$ cat src/rtl/npu_spi_slave_if.sv
// SPI pins plus NPU-side receive/transmit handshake for the NPU SPI target.
interface npu_spi_slave_if #(
  parameter int unsigned DATA_WIDTH = 16
);
  logic                  spi_ss;
  logic                  spi_sclk;
  logic                  spi_mosi;
  logic                  spi_miso;
  logic [DATA_WIDTH-1:0] rx_data;
  logic                  rx_valid;
  logic [DATA_WIDTH-1:0] tx_data;
  logic                  tx_valid;
  logic                  tx_ready;
  logic                  frame_err;
  logic                  tx_underflow;

  modport slave (
    input  spi_ss, spi_sclk, spi_mosi, tx_data, tx_valid,
    output spi_miso, rx_data, rx_valid, tx_ready, frame_err, tx_underflow
  );

  modport master (
    output spi_ss, spi_sclk, spi_mosi, tx_data, tx_valid,
    input  spi_miso, rx_data, rx_valid, tx_ready, frame_err, tx_underflow
  );
endinterface

$ cat src/rtl/npu_spi_slave.sv
// SPI mode-0 target: oversampled pins, LSB-first bytes assembled low-byte-first
// into words on receive, and the same order serialised onto miso on transmit.
module npu_spi_slave #(
  parameter int unsigned DATA_WIDTH = 16
) (
  input  logic           clk,
  input  logic           reset_b,
  input  logic           soft_reset,
  npu_spi_slave_if.slave bus
);
  localparam int unsigned BYTES_PER_WORD = DATA_WIDTH / 8;
  localparam int unsigned PHASE_W  = (BYTES_PER_WORD > 1) ? $clog2(BYTES_PER_WORD) : 1;
  localparam int unsigned TX_CNT_W = $clog2(DATA_WIDTH);
  localparam logic [PHASE_W-1:0]  PH_LAST = PHASE_W'(BYTES_PER_WORD - 1);
  localparam logic [TX_CNT_W-1:0] TX_LAST = TX_CNT_W'(DATA_WIDTH - 1);

  typedef enum logic {IDLE, SHIFT} state_t;

  logic [1:0] ss_sync, sclk_sync, mosi_sync;
  logic       ss_prev, sclk_prev;
  logic       ss_s, mosi_s;
  logic       sclk_rise_c, ss_fall_c, ss_rise_c, bit_rise_c;

  state_t                state_q, state_d;
  logic [3:0]            bit_cnt_q, bit_cnt_d, cnt_base;
  logic [7:0]            rx_byte_q, rx_byte_d, byte_shift_c;
  logic [DATA_WIDTH-1:0] rx_acc_q, rx_acc_d, rx_word_c;
  logic [DATA_WIDTH+7:0] rx_cat_c;
  logic [PHASE_W-1:0]    phase_q, phase_d;
  logic [DATA_WIDTH-1:0] rx_data_q, rx_data_d;
  logic                  rx_pend_q, rx_pend_d;
  logic                  rx_valid_q, rx_valid_d;
  logic                  frame_err_q, frame_err_d;
  logic [DATA_WIDTH-1:0] tx_shift_q, tx_shift_d;
  logic [TX_CNT_W-1:0]   tx_cnt_q, tx_cnt_d;
  logic                  tx_ready_q, tx_ready_d;
  logic                  miso_q, miso_d;
  logic                  underflow_q, underflow_d;

  // Pin synchronisers plus one history flop for edge detection
  always_ff @(posedge clk or negedge reset_b) begin
    if (!reset_b) begin
      ss_sync   <= '0;
      sclk_sync <= '0;
      mosi_sync <= '0;
      ss_prev   <= 1'b0;
      sclk_prev <= 1'b0;
    end else if (soft_reset) begin
      ss_sync   <= '0;
      sclk_sync <= '0;
      mosi_sync <= '0;
      ss_prev   <= 1'b0;
      sclk_prev <= 1'b0;
    end else begin
      ss_sync   <= {ss_sync[0], bus.spi_ss};
      sclk_sync <= {sclk_sync[0], bus.spi_sclk};
      mosi_sync <= {mosi_sync[0], bus.spi_mosi};
      ss_prev   <= ss_sync[1];
      sclk_prev <= sclk_sync[1];
    end
  end

  assign ss_s        = ss_sync[1];
  assign mosi_s      = mosi_sync[1];
  assign sclk_rise_c = sclk_sync[1] & ~sclk_prev;
  assign ss_fall_c   = ~ss_s & ss_prev;
  assign ss_rise_c   = ss_s & ~ss_prev;
  // A rise coinciding with the ss rise still belongs to the closing byte
  assign bit_rise_c  = sclk_rise_c & ~(ss_s & ss_prev);

  assign cnt_base     = ss_fall_c ? 4'd0 : bit_cnt_q;
  assign byte_shift_c = {mosi_s, rx_byte_q[7:1]};
  assign rx_cat_c     = {byte_shift_c, rx_acc_q};
  assign rx_word_c    = rx_cat_c[DATA_WIDTH+7:8];

  always_ff @(posedge clk or negedge reset_b) begin
    if (!reset_b) begin
      state_q     <= IDLE;
      bit_cnt_q   <= '0;
      rx_byte_q   <= '0;
      rx_acc_q    <= '0;
      phase_q     <= '0;
      rx_data_q   <= '0;
      rx_pend_q   <= 1'b0;
      rx_valid_q  <= 1'b0;
      frame_err_q <= 1'b0;
      tx_shift_q  <= '0;
      tx_cnt_q    <= '0;
      tx_ready_q  <= 1'b1;
      miso_q      <= 1'b0;
      underflow_q <= 1'b0;
    end else begin
      state_q     <= state_d;
      bit_cnt_q   <= bit_cnt_d;
      rx_byte_q   <= rx_byte_d;
      rx_acc_q    <= rx_acc_d;
      phase_q     <= phase_d;
      rx_data_q   <= rx_data_d;
      rx_pend_q   <= rx_pend_d;
      rx_valid_q  <= rx_valid_d;
      frame_err_q <= frame_err_d;
      tx_shift_q  <= tx_shift_d;
      tx_cnt_q    <= tx_cnt_d;
      tx_ready_q  <= tx_ready_d;
      miso_q      <= miso_d;
      underflow_q <= underflow_d;
    end
  end

  always_comb begin
    state_d     = state_q;
    bit_cnt_d   = bit_cnt_q;
    rx_byte_d   = rx_byte_q;
    rx_acc_d    = rx_acc_q;
    phase_d     = phase_q;
    rx_data_d   = rx_data_q;
    rx_pend_d   = 1'b0;
    rx_valid_d  = rx_pend_q;
    frame_err_d = 1'b0;
    tx_shift_d  = tx_shift_q;
    tx_cnt_d    = tx_cnt_q;
    tx_ready_d  = tx_ready_q;
    miso_d      = miso_q;
    underflow_d = 1'b0;

    if (soft_reset) begin
      state_d    = IDLE;
      bit_cnt_d  = '0;
      rx_byte_d  = '0;
      rx_acc_d   = '0;
      phase_d    = '0;
      rx_data_d  = '0;
      rx_valid_d = 1'b0;
      tx_shift_d = '0;
      tx_cnt_d   = '0;
      tx_ready_d = 1'b1;
      miso_d     = 1'b0;
    end else begin
      if (ss_fall_c) begin
        state_d   = SHIFT;
        bit_cnt_d = '0;
      end

      // Receive: shift mosi in, close the byte on its 8th bit
      if (bit_rise_c) begin
        rx_byte_d = byte_shift_c;
        if (cnt_base == 4'd7) begin
          bit_cnt_d = 4'd8;
          if (phase_q == PH_LAST) begin
            rx_data_d = rx_word_c;
            rx_pend_d = 1'b1;
            phase_d   = '0;
          end else begin
            rx_acc_d = rx_word_c;
            phase_d  = phase_q + PHASE_W'(1);
          end
        end else if (cnt_base == 4'd8) begin
          bit_cnt_d = 4'd1;
        end else begin
          bit_cnt_d = cnt_base + 4'd1;
        end
      end

      if (ss_rise_c) begin
        state_d = IDLE;
        if (state_q == SHIFT && bit_cnt_d != 4'd0 && bit_cnt_d != 4'd8) begin
          frame_err_d = 1'b1;
          bit_cnt_d   = '0;
          rx_byte_d   = '0;
          phase_d     = '0;
        end
      end

      // Transmit: each master rise consumes the bit on miso and exposes the next
      if (bit_rise_c) begin
        if (tx_ready_q) begin
          underflow_d = 1'b1;
          miso_d      = 1'b0;
        end else if (tx_cnt_q == TX_LAST) begin
          tx_ready_d = 1'b1;
          tx_cnt_d   = '0;
        end else begin
          tx_shift_d = tx_shift_q >> 1;
          miso_d     = tx_shift_q[1];
          tx_cnt_d   = tx_cnt_q + TX_CNT_W'(1);
        end
      end

      if (tx_ready_q && bus.tx_valid) begin
        tx_shift_d = bus.tx_data;
        tx_cnt_d   = '0;
        tx_ready_d = 1'b0;
        miso_d     = bus.tx_data[0];
      end
    end
  end

  assign bus.spi_miso     = miso_q;
  assign bus.rx_data      = rx_data_q;
  assign bus.rx_valid     = rx_valid_q;
  assign bus.tx_ready     = tx_ready_q;
  assign bus.frame_err    = frame_err_q;
  assign bus.tx_underflow = underflow_q;
endmodule

$ cat src/flat_wrapper.sv
// flat-port wrapper written by rule: the top's interface ports become plain ports
module npu_spi_slave_flat 
#(
  parameter int unsigned DATA_WIDTH = 16
)
  (clk, reset_b, soft_reset, bus_spi_ss, bus_spi_sclk, bus_spi_mosi, bus_tx_data, bus_tx_valid, bus_spi_miso, bus_rx_data, bus_rx_valid, bus_tx_ready, bus_frame_err, bus_tx_underflow);
  npu_spi_slave_if #(.DATA_WIDTH(DATA_WIDTH)) bus_i ();
  input  logic clk;
  input  logic reset_b;
  input  logic soft_reset;
  input wire logic [$bits(bus_i.spi_ss)-1:0] bus_spi_ss;
  input wire logic [$bits(bus_i.spi_sclk)-1:0] bus_spi_sclk;
  input wire logic [$bits(bus_i.spi_mosi)-1:0] bus_spi_mosi;
  input wire logic [$bits(bus_i.tx_data)-1:0] bus_tx_data;
  input wire logic [$bits(bus_i.tx_valid)-1:0] bus_tx_valid;
  output wire logic [$bits(bus_i.spi_miso)-1:0] bus_spi_miso;
  output wire logic [$bits(bus_i.rx_data)-1:0] bus_rx_data;
  output wire logic [$bits(bus_i.rx_valid)-1:0] bus_rx_valid;
  output wire logic [$bits(bus_i.tx_ready)-1:0] bus_tx_ready;
  output wire logic [$bits(bus_i.frame_err)-1:0] bus_frame_err;
  output wire logic [$bits(bus_i.tx_underflow)-1:0] bus_tx_underflow;
  assign bus_i.spi_ss = bus_spi_ss;
  assign bus_i.spi_sclk = bus_spi_sclk;
  assign bus_i.spi_mosi = bus_spi_mosi;
  assign bus_i.tx_data = bus_tx_data;
  assign bus_i.tx_valid = bus_tx_valid;
  assign bus_spi_miso = bus_i.spi_miso;
  assign bus_rx_data = bus_i.rx_data;
  assign bus_rx_valid = bus_i.rx_valid;
  assign bus_tx_ready = bus_i.tx_ready;
  assign bus_frame_err = bus_i.frame_err;
  assign bus_tx_underflow = bus_i.tx_underflow;
  npu_spi_slave #(.DATA_WIDTH(DATA_WIDTH)) u_core (.clk(clk), .reset_b(reset_b), .soft_reset(soft_reset), .bus(bus_i));
endmodule
$ cat config.mk
export PLATFORM = sky130hd
export DESIGN_NAME = npu_spi_slave_flat
export DESIGN_NICKNAME = d
export VERILOG_FILES = /design/src/rtl/npu_spi_slave_if.sv /design/src/rtl/npu_spi_slave.sv /design/src/flat_wrapper.sv
export SDC_FILE = /design/constraint.sdc
export NUM_CORES = 1
export LEC_CHECK = 0
export CAP_MARGIN = 10
export CORE_ASPECT_RATIO = 2
export CORE_MARGIN = 1.5
export CORE_UTILIZATION = 49
export CTS_CLUSTER_DIAMETER = 50
export CTS_CLUSTER_SIZE = 14
export DETAILED_ROUTE_END_ITERATION = 8
export HOLD_SLACK_MARGIN = 0.12
export PLACE_DENSITY = 0.73
export RECOVER_POWER = 50
export SYNTH_ARGS = -nofsm -noshare
export SYNTH_HDL_FRONTEND = slang
export SYNTH_SLANG_ARGS = --single-unit
export TNS_END_PERCENT = 100
$ cat constraint.sdc
create_clock -name clk -period 1.95 [get_ports clk]
set_input_delay 0.195 -clock clk [delete_from_list [all_inputs] [get_ports clk]]
set_output_delay 0.195 -clock clk [all_outputs]
set_load 0.03 [all_outputs]
==> results of run 1 <==
## cells in the mapped netlist, types with 4 or more instances
library cell,count,area (µm²)
sky130_fd_sc_hd__a22o_2,5,50.1
sky130_fd_sc_hd__mux2i_1,16,160
sky130_fd_sc_hd__nand3_1,5,25.0
sky130_fd_sc_hd__a21oi_1,19,95.1
sky130_fd_sc_hd__nand2_1,38,143
sky130_fd_sc_hd__a22o_1,17,149
sky130_fd_sc_hd__buf_4,4,30.0
sky130_fd_sc_hd__buf_2,8,40.0
sky130_fd_sc_hd__o21ai_0,9,45.0
sky130_fd_sc_hd__nor2b_1,8,50.1
sky130_fd_sc_hd__nor2_1,8,30.0
sky130_fd_sc_hd__inv_1,5,18.8
sky130_fd_sc_hd__o31ai_1,16,120
sky130_fd_sc_hd__dfrtp_1,69,1730
## flip-flops by register name, indices dropped and copies added (netlist names), 2 cells and up
signal and flops:
u_core.rx_byte_q 7, u_core.bus.rx_data 16, u_core.sclk_sync 2, u_core.rx_acc_q 8
u_core.ss_sync 2, u_core.tx_cnt_q 4, u_core.tx_shift_q 15, u_core.bit_cnt_q 4
u_core.mosi_sync 2
## cell type report
type                    count  share of cell area [%]
well taps                  86                    2.70
inverters                   5                   0.471
clock inverters             3                    2.26
flip-flops and latches     70                    44.0
repair buffers             53                    12.8
multi-input cells         183                    31.0
clock buffers              13                    6.79
## final timing paths
kind / from / endpoint / slack, ps / depth (start not counted)
max: u_core.bus.tx_ready$_DFFE_PN1P_ / bus_tx_ready / 100 / 1
min: bus_spi_ss / u_core.ss_sync[0]$_DFF_PN0_ / 410 / 2
max reg2reg: u_core.sclk_prev$_DFF_PN0_ / u_core.bus.rx_data[3]$_DFFE_PN0P_ / 180 / 4
min reg2reg: u_core.rx_pend_q$_DFF_PN0_ / u_core.bus.rx_valid$_DFF_PN0_ / 460 / 1
max in group asynchronous: reset_b / u_core.tx_shift_q[6]$_DFFE_PN0P_ / 680 / 3
min in group asynchronous: reset_b / u_core.bus.rx_valid$_DFF_PN0_ / 660 / 3
## kinds of logic (layout without fill, tap and decap cells)
family / Yosys count / count (layout) / synth area share (%)
mux: 16 / 16 / 5.12
compound gates: 76 / 76 / 17.3
flops: 70 / 70 / 56.1
xor+xnor: 3 / 3 / 0.841
fa+ha+maj: 2 / 2 / 0.801
simple gates: 86 / 86 / 15.2
buf+inv: 24 / 74 / 4.68
## metrics by stage
| step | hold WS, ps | total power, µW | cells |
|---|---|---|---|
| floorplan | -101 | 1680 | 277 |
| global placement | 245 | 1790 | 396 |
| detailed placement | 245 | 1800 | 396 |
| CTS | 397 | 3750 | 413 |
| global route | 427 | 3830 | 413 |
| finish | 408 | 3700 | 413 |
## repair_timing
| item | CTS | global route |
|---|---|---|
| buffers inserted | 0 | 0 |
| hold endpoints to repair | 69 | 0 |
| hold buffers | 1 | 0 |
## metal layers
metal / up-vias / global-route usage, % / wire [µm]
met1: 1085 / 23.8 / 2540
met4: 0 / 9.70 / 138
met3: 10 / 5.69 / 215
li1: 1081 / - / -
met5: - / 0 / 0
met2: 46 / 37.0 / 3560
## power breakdown
part | leakage [µW] | total, µW | switching (µW) | internal, µW
sequential | 0.000960 | 1520 | 28.9 | 1490
combinational | 0.000618 | 242 | 135 | 107
clock | 0.000176 | 1940 | 586 | 1350
==> key figures, run 1 <==
STA
  – Final setup violation count: 0
  – Relative slew margins: 36.7%
  – Final hold violation count: 0
  – Maximum clock frequency: 540 MHz
  – Measured slew at the worst slew-check pin: 949 ps
  – Final critical delay including setup and external delays: 1850 ps
  – Fin worst setup slack: 98.7 ps
  – Worst clock skew: 5.84 ps
  – Setup_tns: 0 ps
  – Portion of the clock cycle consumed by the worst path in the final layout: 94.9%
  – Setup repair after global routing missed its margin: no
  – Number of slew-limit violations in the final report: 0

Clock network
  – CTS tree: done
  – Clock Path Buffers: 2
  – Clock latency reported for the late side of the worst-skew pair: 340 ps
  – Maximum level of the CTS H-tree: 3
  – Cts repair resizes: 0
  – CTS buffer count: 9
  – Clock transition at the registers of the reported paths: 50 ps
  – Num Clock Sinks: 70
  – Clock Tree Root: sky130_fd_sc_hd__clkbuf_16

Final layout
  – Non-Filler Cell Area, Final: 0.00398 mm²
  – FF+latch area: 0.00175 mm²
  – Area of combinational cells with multiple inputs: 0.00123 mm²
  – Most used cells in the layout excluding fill and tap cells: 69 x sky130_fd_sc_hd__dfrtp_1, 41 x sky130_fd_sc_hd__clkdlybuf4s50_1, 38 x sky130_fd_sc_hd__nand2_1, 19 x sky130_fd_sc_hd__a21oi_1, 17 x sky130_fd_sc_hd__a22o_1
  – Final cell utilization of the core: 63.6%
  – Relative area change from synthesis to final layout: 27.4%
  – Share of cells above drive strength 1: 11.9%
  – Commonest non-fill, non-tap cell in the layout: sky130_fd_sc_hd__dfrtp_1
  – Net count reported at finish: 347
  – Number of filler instances in the final layout: 543
  – # diodes: 0

Die
  – Starting density of the core: 49.9%
  – Die Span X: 59.5 µm
  – Die Y-Extent: 116 µm
  – Core area: 0.00626 mm²
  – Die Outline Area: 0.00690 mm²
  – Placement Rows: 41
  – Ports: 44

Power and ir drop
  – Largest vdd supply drop: 591 µV
  – Leakage component of the power: 0.00175 µW
  – Power density of the placed cells: 930 mW/mm²

Job
  – Reported max-cap violation count: 0

Critical path
  – Cell at the slowest stage of the critical path: sky130_fd_sc_hd__clkdlybuf4s50_1
  – Buffers and inverters on the worst path: 1
  – Chain of cells forming the critical path: clkdlybuf4s50_1
  – Crit. End Element: primary output
  – Type of the setup path with the least slack: reg -> out
  – Required time of the critical path: 1750 ps
  – Element type at the critical path start: flip-flop
  – Largest delay share family, worst path: buffers and inverters
  – Crit path arrival time: 1660 ps
  – Worst path max stage delay: 700 ps
  – Largest fanout of any net on the critical path: 9

GRT
  – Number of global-route vias before repair: 2338
  – Tot GR Track Use: 21.4%
  – Gr ovfl total: 0
  – Antenna violations before repair: 0
  – Largest net degree at the start of global routing: 71
  – First-pass GRT wire length: 11000 µm

Place
  – Weighted congestion reported at the end of routability-driven placement: 0.848
  – Post-detailed-placement half-perimeter wirelength: 4450 µm
  – Instance area after placement: 0.00363 mm²
  – IO Port Bufs: 43
  – Setup Slack @ Placement: 171 ps

Routing
  – Overall via count from detail_route: 2222
  – Average detailed-routed wire length per instance: 15.6 µm
  – Drt via density: 5.38
  – Antenna violation net count after detailed routing: 0
  – WL final: 6450 µm
  – Number of optimization iterations in the first detailed-route pass: 4
  – Violation count after the first detailed-routing iteration: 132
  – # DRC: 0

Synth
  – Number of enable-type register cells in the synthesized netlist: 0
  – Synthesis warning total: 0
  – #FFs+latches synth: 70
  – Fraction of registers with async set/reset: 100%
  – Post-synthesis cell area: 0.00313 mm²
  – Syn nets: 302
  – Number of distinct library cells after synthesis: 51
  – Most common flop cell mapped by yosys: sky130_fd_sc_hd__dfrtp_1
  – Synthesized netlist cell count: 277
  – Share of the yosys chip area belonging to registers: 56.1%
  – Average footprint of a synthesized cell: 11.3 µm²

Outcome
  – Result of the run: completed

Hold path
  – Worst hold-check path type: in -> reg
Note: power is estimated with default switching activity, not from simulation.
==> run 2, diff against run 1 <==
- CORE_UTILIZATION: 49 -> 25
- PLACE_DENSITY: 0.73 -> unset
- SETUP_SLACK_MARGIN: unset -> 0.5
==> run 2 against run 1 <==
Net effect:
- combinational power grew 73%
- non-clock buffer count grew 46
- utilization shrank 23 points
- register-to-register slack gained 240 ps
- design area grew 24%
- flip-flop and latch count is the same
- first-iteration DRC count shrank 3.8%
- die area grew 92%
- critical path depth grew 4
==> key figures, run 2 (synthesis gave the netlist of run 1 again) <==
STA
  – Final hold violation count: 0 (unchanged)
  – Worst clock skew: 6.97 ps (+1.13 ps)
  – Number of slew-limit violations in the final report: 0 (unchanged)
  – Maximum clock frequency: 655 MHz (+21%)
  – Setup repair after global routing missed its margin: yes
  – Hold slack: 414 ps (+6.11 ps)
  – Portion of the clock cycle consumed by the worst path in the final layout: 78.3% (-17 points)
  – Measured slew at the worst slew-check pin: 976 ps (+27.1 ps)
  – Setup_tns: 0 ps (unchanged)
  – Final critical delay including setup and external delays: 1530 ps (-325 ps)
  – Final setup violation count: 0 (unchanged)
  – Relative slew margins: 34.9% (-1.8 points)

Power and ir drop
  – Largest vdd supply drop: 462 µV (-22%)
  – Internal Dissipation: 2620 µW (-11%)
  – Switching fraction of total power: 24.0% (+3.7 points)
  – Power spent charging and discharging nets: 827 µW (+10%)
  – Combinational share of power: 12.1% (+5.6 points)
  – Power density of the placed cells: 700 mW/mm² (-25%)
  – Flop pwr share: 44.6% (+3.5 points)
  – Leakage component of the power: 0.00228 µW (+30%)
  – Fraction of power consumed by the clock network: 43.3% (-9.1 points)

Die
  – Die Outline Area: 0.0132 mm² (+92%)
  – Die Span X: 82.1 µm (+38%)
  – Placement Rows: 57 (+39%)
  – Core area: 0.0122 mm² (+95%)
  – Ports: 44 (unchanged)
  – Die Y-Extent: 161 µm (+39%)
  – Starting density of the core: 25.6% (-24 points)

Clock network
  – Maximum level of the CTS H-tree: 3 (unchanged)
  – CTS tree: done
  – Num Clock Sinks: 70 (unchanged)
  – CTS buffer count: 9 (unchanged)
  – Clock Tree Root: sky130_fd_sc_hd__clkbuf_16
  – Clock Path Buffers: 2 (unchanged)
  – Clock latency reported for the late side of the worst-skew pair: 330 ps (about the same)
  – Clock transition at the registers of the reported paths: 50 ps (about the same)

Hold path
  – Worst hold-check path type: in -> reg

Place
  – Placed instance count: 461 (+16%)
  – Weighted congestion reported at the end of routability-driven placement: 0.805 (-5.0%)
  – Post-detailed-placement half-perimeter wirelength: 5070 µm (+14%)
  – IO Port Bufs: 43 (unchanged)

GRT
  – Number of global-route vias before repair: 2689 (+15%)
  – Largest net degree at the start of global routing: 71 (unchanged)
  – First-pass GRT wire length: 13700 µm (+25%)
  – Gr ovfl total: 0 (unchanged)
  – Antenna violations before repair: 0 (unchanged)
  – Tot GR Track Use: 13.9% (-7.6 points)

Critical path
  – Type of the setup path with the least slack: reg -> reg
  – Crit path arrival time: 1740 ps (+80 ps)
  – Element type at the critical path start: flip-flop
  – Largest fanout of any net on the critical path: 8 (-1)
  – Cell at the slowest stage of the critical path: sky130_fd_sc_hd__dfrtp_2
  – Chain of cells forming the critical path: nand3_4 > nor4_4 > buf_4 > a21oi_4 > a22o_2
  – Required time of the critical path: 2170 ps (+420 ps)
  – Worst path max stage delay: 410 ps (-290 ps)
  – Crit. End Element: flip-flop

Routing
  – # DRC: 0 (unchanged)
  – Violation count after the first detailed-routing iteration: 127 (-3.8%)
  – Average detailed-routed wire length per instance: 16.7 µm (+6.9%)
  – Drt via density: 4.96 (-7.7%)
  – Number of optimization iterations in the first detailed-route pass: 4 (unchanged)
  – WL final: 8700 µm (+35%)
  – Overall via count from detail_route: 2586 (+16%)
  – Antenna violation net count after detailed routing: 0 (unchanged)

Job
  – Reported max-cap violation count: 0 (unchanged)

Final layout
  – Number of filler instances in the final layout: 1134 (+110%)
  – Final cell count without fillers: 521 (+26%)
  – Relative area change from synthesis to final layout: 57.5%
  – Commonest non-fill, non-tap cell in the layout: sky130_fd_sc_hd__dfrtp_1
  – Final cell utilization of the core: 40.4% (-23 points)
  – # diodes: 0 (unchanged)
  – Flip-flop count of the largest register after layout: 16 (unchanged)
  – Most used cells in the layout excluding fill and tap cells: 63 x sky130_fd_sc_hd__dfrtp_1, 32 x sky130_fd_sc_hd__buf_4, 21 x sky130_fd_sc_hd__dlygate4sd2_1, 20 x sky130_fd_sc_hd__clkdlybuf4s50_1, 19 x sky130_fd_sc_hd__nand2_1
  – Share of cells above drive strength 1: 41.4% (+30 points)
  – Net count reported at finish: 394 (+14%)

Outcome
  – Result of the run: completed
## run 2: changes by cell type in the layout (fill, tap and decap cells not counted), sizes merged
| cell | previous run | this run |
|---|---|---|
| buf | 7 | 52 |
| clkdlybuf4s50 | 41 | 20 |
| dlygate4sd2 | 0 | 21 |
| bufinv | 3 | 0 |
| clkbuf | 16 | 19 |
| clkinv | 0 | 2 |
| a21oi | 20 | 21 |
| dlygate4sd3 | 2 | 1 |
## run 2: layout make-up
| class | count | area, µm² | area share, % |
|---|---|---|---|
| multi-input cells | 184 | 1750 | 35.5 |
| clock buffers | 14 | 264 | 5.36 |
| repair buffers | 99 | 936 | 19.0 |
| flip-flops and latches | 70 | 1760 | 35.8 |
| inverters | 5 | 21.3 | 0.432 |
| clock inverters | 2 | 10.0 | 0.203 |
| well taps | 147 | 184 | 3.74 |
## run 2: path summary, 6_finish.rpt
check	from	end	slack, ps	cells after the start
setup / recovery	u_core.bit_cnt_q[2]$_DFF_PN0_	u_core.bus.rx_data[1]$_DFFE_PN0P_	420	5
hold / removal	bus_spi_sclk	u_core.sclk_sync[0]$_DFF_PN0_	410	2
setup reg to reg	u_core.bit_cnt_q[2]$_DFF_PN0_	u_core.bus.rx_data[1]$_DFFE_PN0P_	420	5
hold reg to reg	u_core.ss_sync[0]$_DFF_PN0_	u_core.ss_sync[1]$_DFF_PN0_	460	1
max in group asynchronous	reset_b	u_core.sclk_sync[1]$_DFF_PN0_	580	3
min in group asynchronous	reset_b	u_core.bus.rx_data[12]$_DFFE_PN0P_	670	3
## run 2: layer usage
metal	vias up	global-route usage (%)	part of all wire, %
li1	1199	-	-
met1	1291	15.1	35
met2	79	24.5	59
met3	17	3.16	3.8
met4	0	6.24	2.4
met5	-	0	0
## run 2: through the flow
| step | worst slack [ps] | instance area [µm²] | power (µW) |
|---|---|---|---|
| 2_1_floorplan | 451 | 3150 | 1680 |
| 3_3_place_gp | 63.4 | 3740 | 1800 |
| 3_5_place_dp | 38.6 | 3740 | 1810 |
| 4_1_cts | 432 | 4560 | 3410 |
| 5_1_grt | 351 | 4920 | 3590 |
| 6_report | 423 | 4920 | 3450 |
## run 2: critical path: cells and delay by family (launching register included)
family                 cells  cell delay, ps
AND/OR/NAND/NOR            2             440
flip-flops                 1             410
buffers and inverters      1             200
AO/OA/AOI/OAI              2             360
## run 2: power by group through the flow
| stage | logic [µW] | registers, µW | clock network (µW) |
|---|---|---|---|
| after floorplan | 139 | 1540 | 0 |
| after global placement | 255 | 1550 | 0 |
| after detailed placement | 259 | 1550 | 0 |
| after CTS | 356 | 1520 | 1530 |
| after global routing | 452 | 1540 | 1600 |
| final | 419 | 1540 | 1490 |
## run 2: repair_timing
item,4_1_cts,5_1_grt
setup buffers,32,6
pin swaps,26,31
endpoints found under the setup margin,76,55
hold buffers,1,0
hold endpoints to repair,69,0
resized for setup,82,83
gates cloned,5,0
